===== src/rtl/digit_scan_ctrl.sv =====
// Scan controller for a multiplexed 7-segment display with double-buffered digit data.
// Define SEG_SCAN_BLANK_EN to insert an anti-ghosting blank gap after every digit slot.
module digit_scan_ctrl #(
  parameter int CLK_DIV      = 50000,
  parameter int NUM_DIGITS   = 8,
  parameter int BLANK_CYCLES = 16
) (
  input  logic        clk,
  input  logic        rst_n,
  input  logic        en,
  input  logic [31:0] data,
  input  logic        load,
  output logic [2:0]  sel,
  output logic [6:0]  seg,
  output logic        digit_valid,
  output logic        wrap
);

`ifdef SEG_SCAN_BLANK_EN
  typedef enum logic [1:0] {IDLE, SHOW, BLANK} state_t;
`else
  typedef enum logic [1:0] {IDLE, SHOW} state_t;
`endif

  localparam int CNT_MAX = (CLK_DIV > BLANK_CYCLES) ? CLK_DIV : BLANK_CYCLES;
  localparam int PW      = $clog2(CNT_MAX);
  localparam logic [PW-1:0] DIV_LAST = PW'(CLK_DIV - 1);
`ifdef SEG_SCAN_BLANK_EN
  localparam logic [PW-1:0] BLANK_LAST = PW'(BLANK_CYCLES - 1);
`endif
  localparam logic [2:0] LAST_IDX = 3'(NUM_DIGITS - 1);

  state_t        state;
  logic [PW-1:0] presc;
  logic [31:0]   pending;
  logic [31:0]   display;

  logic [2:0]  adv_sel;
  logic        adv_wrap;
  logic [31:0] adv_display;
  logic [6:0]  adv_seg;
  logic [6:0]  first_seg;

  function automatic logic [6:0] hex_to_seg(input logic [3:0] v);
    logic [6:0] s;
    case (v)
      4'h0: s = 7'h3F;
      4'h1: s = 7'h06;
      4'h2: s = 7'h5B;
      4'h3: s = 7'h4F;
      4'h4: s = 7'h66;
      4'h5: s = 7'h6D;
      4'h6: s = 7'h7D;
      4'h7: s = 7'h07;
      4'h8: s = 7'h7F;
      4'h9: s = 7'h6F;
      4'hA: s = 7'h77;
      4'hB: s = 7'h7C;
      4'hC: s = 7'h39;
      4'hD: s = 7'h5E;
      4'hE: s = 7'h79;
      default: s = 7'h71;
    endcase
    return s;
  endfunction

  // Next slot: the display swap happens on the same edge as the wrap so the
  // registered segment pattern already reflects the new frame's data.
  assign adv_wrap    = (sel == LAST_IDX);
  assign adv_sel     = adv_wrap ? 3'd0 : sel + 3'd1;
  assign adv_display = adv_wrap ? (load ? data : pending) : display;
  assign adv_seg     = hex_to_seg(adv_display[{adv_sel, 2'b00} +: 4]);
  assign first_seg   = hex_to_seg(display[3:0]);

  always_ff @(posedge clk or negedge rst_n) begin
    if (!rst_n) begin
      state       <= IDLE;
      presc       <= '0;
      pending     <= '0;
      display     <= '0;
      sel         <= 3'd0;
      seg         <= 7'h00;
      digit_valid <= 1'b0;
      wrap        <= 1'b0;
    end else begin
      if (load)
        pending <= data;
      wrap <= 1'b0;
      if (!en) begin
        state       <= IDLE;
        presc       <= '0;
        seg         <= 7'h00;
        digit_valid <= 1'b0;
      end else begin
        case (state)
          IDLE: begin
            state       <= SHOW;
            presc       <= '0;
            sel         <= 3'd0;
            seg         <= first_seg;
            digit_valid <= 1'b1;
          end
          SHOW: begin
            if (presc == DIV_LAST) begin
              presc <= '0;
`ifdef SEG_SCAN_BLANK_EN
              state       <= BLANK;
              seg         <= 7'h00;
              digit_valid <= 1'b0;
`else
              sel         <= adv_sel;
              seg         <= adv_seg;
              wrap        <= adv_wrap;
              display     <= adv_display;
              digit_valid <= 1'b1;
`endif
            end else begin
              presc <= presc + 1'b1;
            end
          end
`ifdef SEG_SCAN_BLANK_EN
          BLANK: begin
            if (presc == BLANK_LAST) begin
              presc       <= '0;
              state       <= SHOW;
              sel         <= adv_sel;
              seg         <= adv_seg;
              wrap        <= adv_wrap;
              display     <= adv_display;
              digit_valid <= 1'b1;
            end else begin
              presc <= presc + 1'b1;
            end
          end
`endif
          default: begin
            state       <= IDLE;
            presc       <= '0;
            seg         <= 7'h00;
            digit_valid <= 1'b0;
          end
        endcase
      end
    end
  end

endmodule


===== config.mk =====
export PLATFORM = sky130hd
export DESIGN_NAME = digit_scan_ctrl
export DESIGN_NICKNAME = d
export VERILOG_FILES = /design/src/rtl/digit_scan_ctrl.sv
export SDC_FILE = /design/constraint.sdc
export NUM_CORES = 1
export LEC_CHECK = 0
export BUFFER_PORTS_ARGS = -buffer_cell sky130_fd_sc_hd__buf_2
export CORE_UTILIZATION = 44
export DETAILED_ROUTE_END_ITERATION = 6
export SYNTH_ARGS = -nofsm -noshare
export SYNTH_HDL_FRONTEND = slang
export SYNTH_SLANG_ARGS = --single-unit

===== constraint.sdc =====
create_clock -name clk -period 4.8 [get_ports clk]
set_clock_uncertainty 0.2 [all_clocks]
set_input_delay 0.72 -clock clk [delete_from_list [all_inputs] [get_ports clk]]
set_output_delay 0.72 -clock clk [all_outputs]
set_load 0.01 [all_outputs]

==> results of run 1 <==
[cells in the mapped netlist (2+ instances only)]
master	count
xor2_1	6
buf_6	4
a221o_1	2
a21oi_1	8
nand3_1	11
mux2_2	47
dfrtp_1	93
mux2i_1	23
a221oi_1	2
o22ai_1	3
mux2i_2	3
nor3_1	3
a2bb2oi_1	2
buf_2	5
mux2_1	3
xnor2_1	7
nor2_1	23
inv_1	19
o21ai_0	11
a31oi_1	5
mux4_2	12
ha_1	14
nand2b_1	3
nor2b_1	4
mux2_4	2
o21ai_1	2
nand2_1	18
and2_1	2
mux2i_4	3
a211oi_1	2
clkbuf_1	9
or3_1	2
and3_1	9
[flip-flops by register name (all words and copies together) (netlist names)]
signal	flops
display	32
pending	32
presc	16
seg	7
sel	3
digit_valid	1
state	1
wrap	1
[power by group through the flow]
stage               combinational (W)  sequential [W]  clock, W
global placement             0.000152        0.000846         0
floorplan                   0.0000996        0.000846         0
CTS                          0.000155        0.000832  0.000543
finish                       0.000151        0.000831  0.000521
detailed placement           0.000155        0.000847         0
global route                 0.000169        0.000836  0.000570
[routing by layer]
| layer | share of wire | global-route usage |
|---|---|---|
| met3 | 0.035 | 0.0515 |
| met5 | 0 | 0 |
| met2 | 0.46 | 0.282 |
| met1 | 0.48 | 0.239 |
| met4 | 0.021 | 0.0744 |
[cells by family after synthesis]
kind of cell,count (synthesis)
buffers and inverters,41
adder cells (fa/ha/maj),14
AND/OR/NAND/NOR,83
flip-flops,93
AO/OA/AOI/OAI,46
multiplexers,94
XOR/XNOR,13
[final timing paths]
path                                from           to  cells after the start
worst min-delay path               rst_n     presc[5]                      1
worst max-delay path              sel[1]       seg[2]                      7
worst max register to register    sel[1]       seg[2]                      7
max in group asynchronous          rst_n  pending[18]                      2
min in group clk                presc[0]     presc[0]                      1
worst min register to register  presc[0]     presc[0]                      1
[layout make-up]
type	instances	area [um^2]	area share
Inverter	20	75.1	0.0143
Sequential cell	93	2330	0.442
Multi-Input combinational cell	250	2240	0.424
Timing Repair Buffer	51	268	0.0508
Tap cell	136	170	0.0323
Clock inverter	5	50.0	0.00950
Clock buffer	11	141	0.0268
[critical path, stage by stage, from the launching register on]
cell	delay (ns)
dfrtp_1	0.40
ha_1	0.71
mux4_2	0.60
mux2i_2	0.35
inv_1	0.15
ha_1	0.29
or3_1	0.40
a221o_1	0.29
[through the flow]
stage                     instance area (um^2)  total power (W)
after floorplan                           4770         0.000946
after global placement                    5080         0.000999
after detailed placement                  5080          0.00100
after CTS                                 5270          0.00153
after global routing                      5270          0.00157
final                                     5270          0.00150
==> metrics, run 1 <==
depth of the CTS H-tree 3; EDFF count, synth 0; Max Cap Viol 0; IO Port Bufs 47; compound-cell area share of the yosys netlist 0.0637; mux share of post-synthesis cell area 0.257; worst endpoint required time 4.87 ns; worst hold-check slack 0.172 ns; RSZ-0062 raised after global routing false; setup bufs post-CTS 0; NetSw 0.000364 W; max-slew violation count 0; Initial Util 0.458; Setup TNS 0 ns; most common cell after layout, fill and taps aside dfrtp_1; max frequency 285 MHz; die width 106 um; Layout Utilization 0.506; Core Area 10400 um^2; die outline height 106 um; number of global-route vias before repair 3036; dpl cells 550; DRT iter0 DRCs 95; Total Wirelength 9170 um; layout cells sized above 1 0.321; vias per cell 5.31; Post-Syn Instances 384; worst setup margin 1.29 ns; Root Buffer clkbuf_8; crit-path max FO 13; first-pass GRT wire length 15400 um; routed via count 3007; static leakage power 2.47 nW; hold crit path type input port to asynchronous set/reset pin; Worst VDD drop 0.000196 V; Clk pin slew, worst setup/hold paths 0.08 ns; Critical Path AT 3.57 ns; worst-margin pin slew 0.671 ns; register area share after synthesis 0.488; Worst-Skew Late Latency 0.38 ns; clk sink count 93; largest net degree at the start of global routing 55; Die Area 11300 um^2; adder-cell share of the synthesized area 0.0367; Final nets 475; Site Rows 37; Logic pwr share 0.100; Startpoint Class flop; critical path endpoint category flop; post-synth top area cell dfrtp_1; Post-CTS Hold Buffers 0; Longest Clk Path Bufs 2; I/O Pins 48; crit path kind flop to flop; Placer Congestion 0.828; FFs w/ async S/R, synth 1.00; count of final setup violators 0; Fill cells 927; post-route ant nets 0; Syn Area/Cell 12.4 um^2; CTS Buf Count 9; Seq cells post-synth 93; internal power 0.00114 W; Area growth syn-to-layout 10.4%; Hold Vio Cnt, Final 0; synthesized net count 434; Inserted Diodes 0; Yosys cell types 55; Routed WL per cell 16.2 um; clock network power share 0.347; post-CTS sizing 0; YS warnings 0; DRC Markers 0; GR Util All Layers 0.181; top-area cell type share of the netlist area 0.488; Net Sw Frac 0.242; gr ovfl total 0; Max-Slew Margin vs Limit 0.553; result of the run finished clean; Period Utilization, post-route 0.731; largest family of logic cells by synthesized area multiplexers; drt first pass iters 4; HPWL after detailed placement 6580 um; flop2flop setup slack 1.29 ns; Synth Area in XOR/XNOR 0.0239; Primary FF master, synth dfrtp_1; Min Clock Period, post-route 3.51 ns; PD cells 285 nW/um^2; mapped cell area 4770 um^2; Sequential Power Share 0.553; pre-CTS WS 1.26 ns; Non-Filler Instances 566; commonest cells after routing, fill and taps aside dfrtp_1 (93), mux2_2 (47), buf_2 (46), mux2i_1 (23), nor2_1 (23); antenna violations before repair 0; TritonCTS clock tree built; Post-Synth Simple-Gate Area 0.0868; Area contributors post-synth dfrtp_1 (49%), mux2_2 (11%), mux4_2 (5.7%)
(Power assumes the default switching activity.)
==> run 2: changes to the inputs <==
==> constraint.sdc (replaced) <==
create_clock -name clk -period 2.92 [get_ports clk]
set_clock_uncertainty 0.2 [all_clocks]
set_input_delay 0.438 -clock clk [delete_from_list [all_inputs] [get_ports clk]]
set_output_delay 0.438 -clock clk [all_outputs]
set_load 0.01 [all_outputs]
==> run 2 against run 1 <==
Cell count is 4.2% higher. Sequential power is 65% higher. Wire length is 4.6% higher. Via count is 2.8% higher. Clock power is 70% higher. Non-clock buffer count is 24 higher. Maximum frequency is 24% higher. Core utilization is 3.0 points higher. First-iteration DRC count is 3.2% lower. Global-route usage is 0.23 points higher. Die area stayed put.
==> metrics, run 2 (synthesis gave the netlist of run 1 again) <==
result of the run finished clean; Site Rows 37 (unchanged); vias per cell 5.24 (-1.4%); count of final setup violators 0 (unchanged); worst-margin pin slew 0.603 ns (-0.0680 ns); crit-path max FO 6 (-7); area occupied by multi-input gates 2310 um^2 (+3.2%); crit path kind flop to flop; die width 106 um (unchanged); DRT iter0 DRCs 92 (-3.2%); FF+latch area 2330 um^2 (unchanged); max-slew violation count 0 (unchanged); Critical Path AT 2.86 ns (-0.71 ns); DRC Markers 0 (unchanged); Area growth syn-to-layout 16.9%; Placer Congestion 0.774 (-6.6%); TritonCTS clock tree built; number of global-route vias before repair 3078 (+1.4%); Hold Vio Cnt, Final 0 (unchanged); static leakage power 2.60 nW (+5.0%); Root Buffer clkbuf_8; Design Power 0.00255 W (+70%); Core Area 10400 um^2 (unchanged); Max Cap Viol 0 (unchanged); dpl cells 563 (+2.4%); gr ovfl total 0 (unchanged); drt first pass iters 4 (unchanged); commonest cells after routing, fill and taps aside dfrtp_1 (93), mux2_2 (47), buf_2 (46), mux2i_1 (23), nor2_1 (23); Regs by FF count display (32), pending (32), presc (16); Startpoint Class flop; Max-Slew Margin vs Limit 0.598 (+0.0453); worst endpoint required time 2.96 ns (-1.91 ns); most common cell after layout, fill and taps aside dfrtp_1; Initial Util 0.458 (unchanged); layout cells sized above 1 0.370 (+0.0491); first-pass GRT wire length 15900 um (+2.6%); Worst VDD drop 0.000394 V (+100%); CTS Buf Count 9 (unchanged); HPWL after detailed placement 6800 um (+3.3%); Period Utilization, post-route 0.966 (+0.235); Routed WL per cell 16.3 um (+0.35%); Final nets 499 (+5.1%); GR Util met2 0.287 (+0.00510); antenna violations before repair 0 (unchanged); clk sink count 93 (unchanged); Layout Utilization 0.536 (+0.0302); depth of the CTS H-tree 3 (unchanged); largest net degree at the start of global routing 46 (-16%); post-route ant nets 0 (unchanged); die outline height 106 um (unchanged); Total Wirelength 9600 um (+4.6%); met3 usage 0.0478 (-0.00368); Min Clock Period, post-route 2.82 ns (-0.687 ns); PD cells 456 nW/um^2 (+60%); met1 GRT Util 0.252 (+0.0135); I/O Pins 48 (unchanged); IO Port Bufs 47 (unchanged); Die Area 11300 um^2 (unchanged); worst hold-check slack 0.0895 ns (-0.0823 ns); Clk pin slew, worst setup/hold paths 0.09 ns (about the same); GR Util All Layers 0.184 (+0.00226); Fill cells 901 (-2.8%); Non-Filler Instances 590 (+4.2%); Worst-Skew Late Latency 0.37 ns (about the same); critical path endpoint category flop; Inserted Diodes 0 (unchanged); routed via count 3090 (+2.8%); max frequency 355 MHz (+24%); Longest Clk Path Bufs 2 (unchanged); GRT busiest layer met2; hold crit path type input port to flop
-- run 2: changes by cell type in the layout (fill, tap and decap cells not counted), sizes merged --
cell	before	now
clkinvlp	0	2
clkinv	4	1
buf	51	74
dlygate4sd3	0	1
inv	20	21
-- run 2: worst paths after layout --
kind                       startpoint     endpoint  slack, ns  cells after the start
hold reg to reg              presc[0]     presc[0]       0.26                      1
min in group asynchronous       rst_n    presc[14]       0.40                      2
max in group asynchronous       rst_n  pending[27]       1.46                      3
hold / removal                     en     state[0]       0.09                      1
setup reg to reg               sel[0]       seg[6]       0.10                     11
setup / recovery               sel[0]       seg[6]       0.10                     11
-- run 2: what timing repair did --
| action | CTS | global route |
|---|---|---|
| resized for setup | 0 | 12 |
| setup endpoints to repair | 0 | 6 |
| endpoints found under the hold margin | 43 | 0 |
| hold buffers | 1 | 0 |
| buffers inserted | 0 | 10 |
-- run 2: stage by stage --
| step | setup WS, ns | area [um^2] | TNS, ns |
|---|---|---|---|
| floorplan | 0.0104 | 4800 | 0 |
| global placement | 0.0462 | 5220 | 0 |
| detailed placement | -0.00934 | 5220 | -0.00934 |
| CTS | 0.0217 | 5430 | 0 |
| global route | -0.0316 | 5580 | -0.0542 |
| finish | 0.100 | 5580 | 0 |
-- run 2: critical path: stages, from the launching register on --
cell,delay [ns]
dfrtp_1,0.43
ha_4,0.18
ha_4,0.17
inv_4,0.07
mux4_2,0.53
mux2i_4,0.25
buf_6,0.15
ha_4,0.16
nor3_1,0.06
a2111oi_2,0.29
a21o_1,0.13
a31oi_1,0.08
-- run 2: per-layer routing --
metal / wire (um) / vias to the layer above
met5: 0 / -
met4: 123 / 0
met3: 399 / 12
li1: - / 1505
met2: 4420 / 65
met1: 4650 / 1508
-- run 2: cell type report --
type                            count  share of cell area
Sequential cell                    93               0.417
Inverter                           20              0.0139
Timing Repair Buffer               75              0.0894
Clock buffer                       11              0.0253
Multi-Input combinational cell    250               0.413
Tap cell                          136              0.0305
Clock inverter                      5              0.0105
-- run 2: report_power, final --
group | total (W) | internal [W] | switching [W]
Sequential | 0.00137 | 0.00134 | 0.0000247
Clock | 0.000884 | 0.000421 | 0.000462
Combinational | 0.000296 | 0.000152 | 0.000144
==> run 3: changes to the inputs <==
--- a/config.mk
+++ b/config.mk
@@ -8,6 +8,7 @@
 export BUFFER_PORTS_ARGS = -buffer_cell sky130_fd_sc_hd__buf_2
 export CORE_UTILIZATION = 44
 export DETAILED_ROUTE_END_ITERATION = 6
+export MAX_ROUTING_LAYER = met4
 export SYNTH_ARGS = -nofsm -noshare
 export SYNTH_HDL_FRONTEND = slang
 export SYNTH_SLANG_ARGS = --single-unit
==> run 3 against run 2 <==
Critical path type unchanged. Clock power about the same. Non-clock buffer count stayed put. Via count is 0.94% higher. Sequential power about the same. First-iteration DRC count grew 13%. Worst setup slack got worse by 0.0061 ns. Highest routed layer unchanged. Global-route usage up 0.54 points. Sequential cell count unchanged. Cell area stayed put. Cell count is the same. Maximum frequency down 0.22%. Register-to-register slack barely moved.
==> metrics, run 3 (synthesis gave the netlist of run 1 again) <==
most common cell after layout, fill and taps aside dfrtp_1; max incr delay on CP 0.53 ns (about the same); Longest Clk Path Bufs 2 (unchanged); Max-Slew Margin vs Limit 0.596 (-0.00235); Setup TNS 0 ns (unchanged); largest net degree at the start of global routing 46 (unchanged); Period Utilization, post-route 0.968 (+0.00209); Site Rows 37 (unchanged); hold crit path type input port to flop; Placer Congestion 0.784 (+1.3%); Min Clock Period, post-route 2.83 ns (+0.00610 ns); Final nets 499 (unchanged); HPWL after detailed placement 6800 um (unchanged); crit-path cells ha_4 > ha_4 > inv_4 > mux4_2 > mux2i_4 > buf_6 > ha_4 > nor3_1 > a2111oi_2 > a21o_1 > a31oi_1; layout cells sized above 1 0.370 (unchanged); Startpoint Class flop; clk sink count 93 (unchanged); hold_sp en; worst setup path startpoint sel[0]; routed via count 3119 (+0.94%); crit path kind flop to flop; vias per cell 5.29 (+0.94%); gr ovfl total 0 (unchanged); Die Area 11300 um^2 (unchanged); clock network power share 0.347 (about the same); pre-CTS WS -0.00934 ns (unchanged); count of final setup violators 0 (unchanged); Initial Util 0.458 (unchanged); Max Cap Viol 0 (unchanged); Total Wirelength 9590 um (about the same); Hold Vio Cnt, Final 0 (unchanged); Inserted Diodes 0 (unchanged); worst endpoint required time 2.96 ns (about the same); number of global-route vias before repair 3075 (-0.097%); drt first pass iters 4 (unchanged); Regs by FF count display (32), pending (32), presc (16); Sequential Power Share 0.537 (about the same); post-route ant nets 0 (unchanged); DRC Markers 0 (unchanged); static leakage power 2.60 nW (unchanged); DRT iter0 DRCs 104 (+13%); first-pass GRT wire length 15900 um (unchanged); internal power 0.00192 W (about the same); Root Buffer clkbuf_8; max-slew violation count 0 (unchanged); depth of the CTS H-tree 3 (unchanged); result of the run finished clean; max frequency 354 MHz (-0.22%); Routed WL per cell 16.3 um (about the same); Critical Path AT 2.87 ns (about the same); die outline height 106 um (unchanged); commonest cells after routing, fill and taps aside dfrtp_1 (93), mux2_2 (47), buf_2 (46), mux2i_1 (23), nor2_1 (23); NetSw 0.000631 W (about the same); die width 106 um (unchanged); worst setup margin 0.0941 ns (-0.00610 ns); crit-path max FO 6 (unchanged); critical path endpoint category flop; antenna violations before repair 0 (unchanged); Most Frequent Cell on Critical Path ha_4; Clk pin slew, worst setup/hold paths 0.09 ns (about the same); IO Port Bufs 47 (unchanged); Area growth syn-to-layout 16.9% (unchanged); worst-margin pin slew 0.606 ns (+0.00352 ns); worst hold-check slack 0.0885 ns (-0.000956 ns); Logic pwr share 0.116 (about the same); CTS Buf Count 9 (unchanged); Net Sw Frac 0.248 (about the same); Core Area 10400 um^2 (unchanged); Worst-Skew Late Latency 0.37 ns (about the same); TritonCTS clock tree built; I/O Pins 48 (unchanged); FF-to-FF Start sel[0]; Worst VDD drop 0.000395 V (+0.15%); PD cells 456 nW/um^2 (about the same); GR Util All Layers 0.189 (+0.00544); CP max stage cell mux4_2
[run 3: final cells by class]
class / instances / area, um^2
fillers: 901 / 4830
flip-flops and latches: 93 / 2330
clock buffers: 11 / 141
clock inverters: 5 / 58.8
multi-input cells: 250 / 2310
repair buffers: 75 / 499
well taps: 136 / 170
inverters: 20 / 77.6
[run 3: worst max-delay path: cells and delay by family (launching register included)]
family                     cells  cell delay [ns]
buffers and inverters          2             0.22
AOI/OAI and AO/OA              3             0.50
adders and majority gates      3             0.51
DFF                            1             0.43
and+or+nand+nor                1             0.06
muxes                          2             0.79
[run 3: stage by stage]
step | utilization | power, W | std cells | instance area (um^2)
finish | 0.536 | 0.00255 | 590 | 5580
global route | 0.536 | 0.00267 | 590 | 5580
CTS | 0.522 | 0.00257 | 580 | 5430
detailed placement | 0.501 | 0.00167 | 563 | 5220
global placement | 0.501 | 0.00167 | 563 | 5220
floorplan | - | 0.00156 | 384 | 4800
[run 3: repair_timing]
item	CTS	global route
hold endpoints to repair	43	0
setup buffers	0	10
resized for setup	0	12
setup endpoints to repair	0	6
hold buffers	1	0
[run 3: path summary, 6_finish.rpt]
| kind | cells after the start | endpoint | slack (ns) |
|---|---|---|---|
| worst min-delay path | 1 | state[0] | 0.09 |
| worst min register to register | 1 | presc[0] | 0.26 |
| max in group asynchronous | 3 | pending[27] | 1.46 |
| min in group asynchronous | 2 | presc[14] | 0.40 |
| worst max-delay path | 11 | seg[6] | 0.09 |
| worst max register to register | 11 | seg[6] | 0.09 |
[run 3: routing by layer]
| metal | vias up | global-route usage | wire length, um |
|---|---|---|---|
| li1 | 1505 | - | - |
| met1 | 1546 | 0.252 | 4670 |
| met2 | 56 | 0.287 | 4400 |
| met3 | 12 | 0.0478 | 397 |
| met4 | 0 | 0.0526 | 123 |
| met5 | - | - | 0 |
[run 3: power groups by stage]
stage          logic [W]  registers, W  clock network (W)
6_report        0.000296       0.00137           0.000884
5_1_grt         0.000328       0.00137           0.000971
4_1_cts         0.000282       0.00137           0.000917
3_5_place_dp    0.000280       0.00139                  0
3_3_place_gp    0.000275       0.00139                  0
2_1_floorplan   0.000168       0.00139                  0
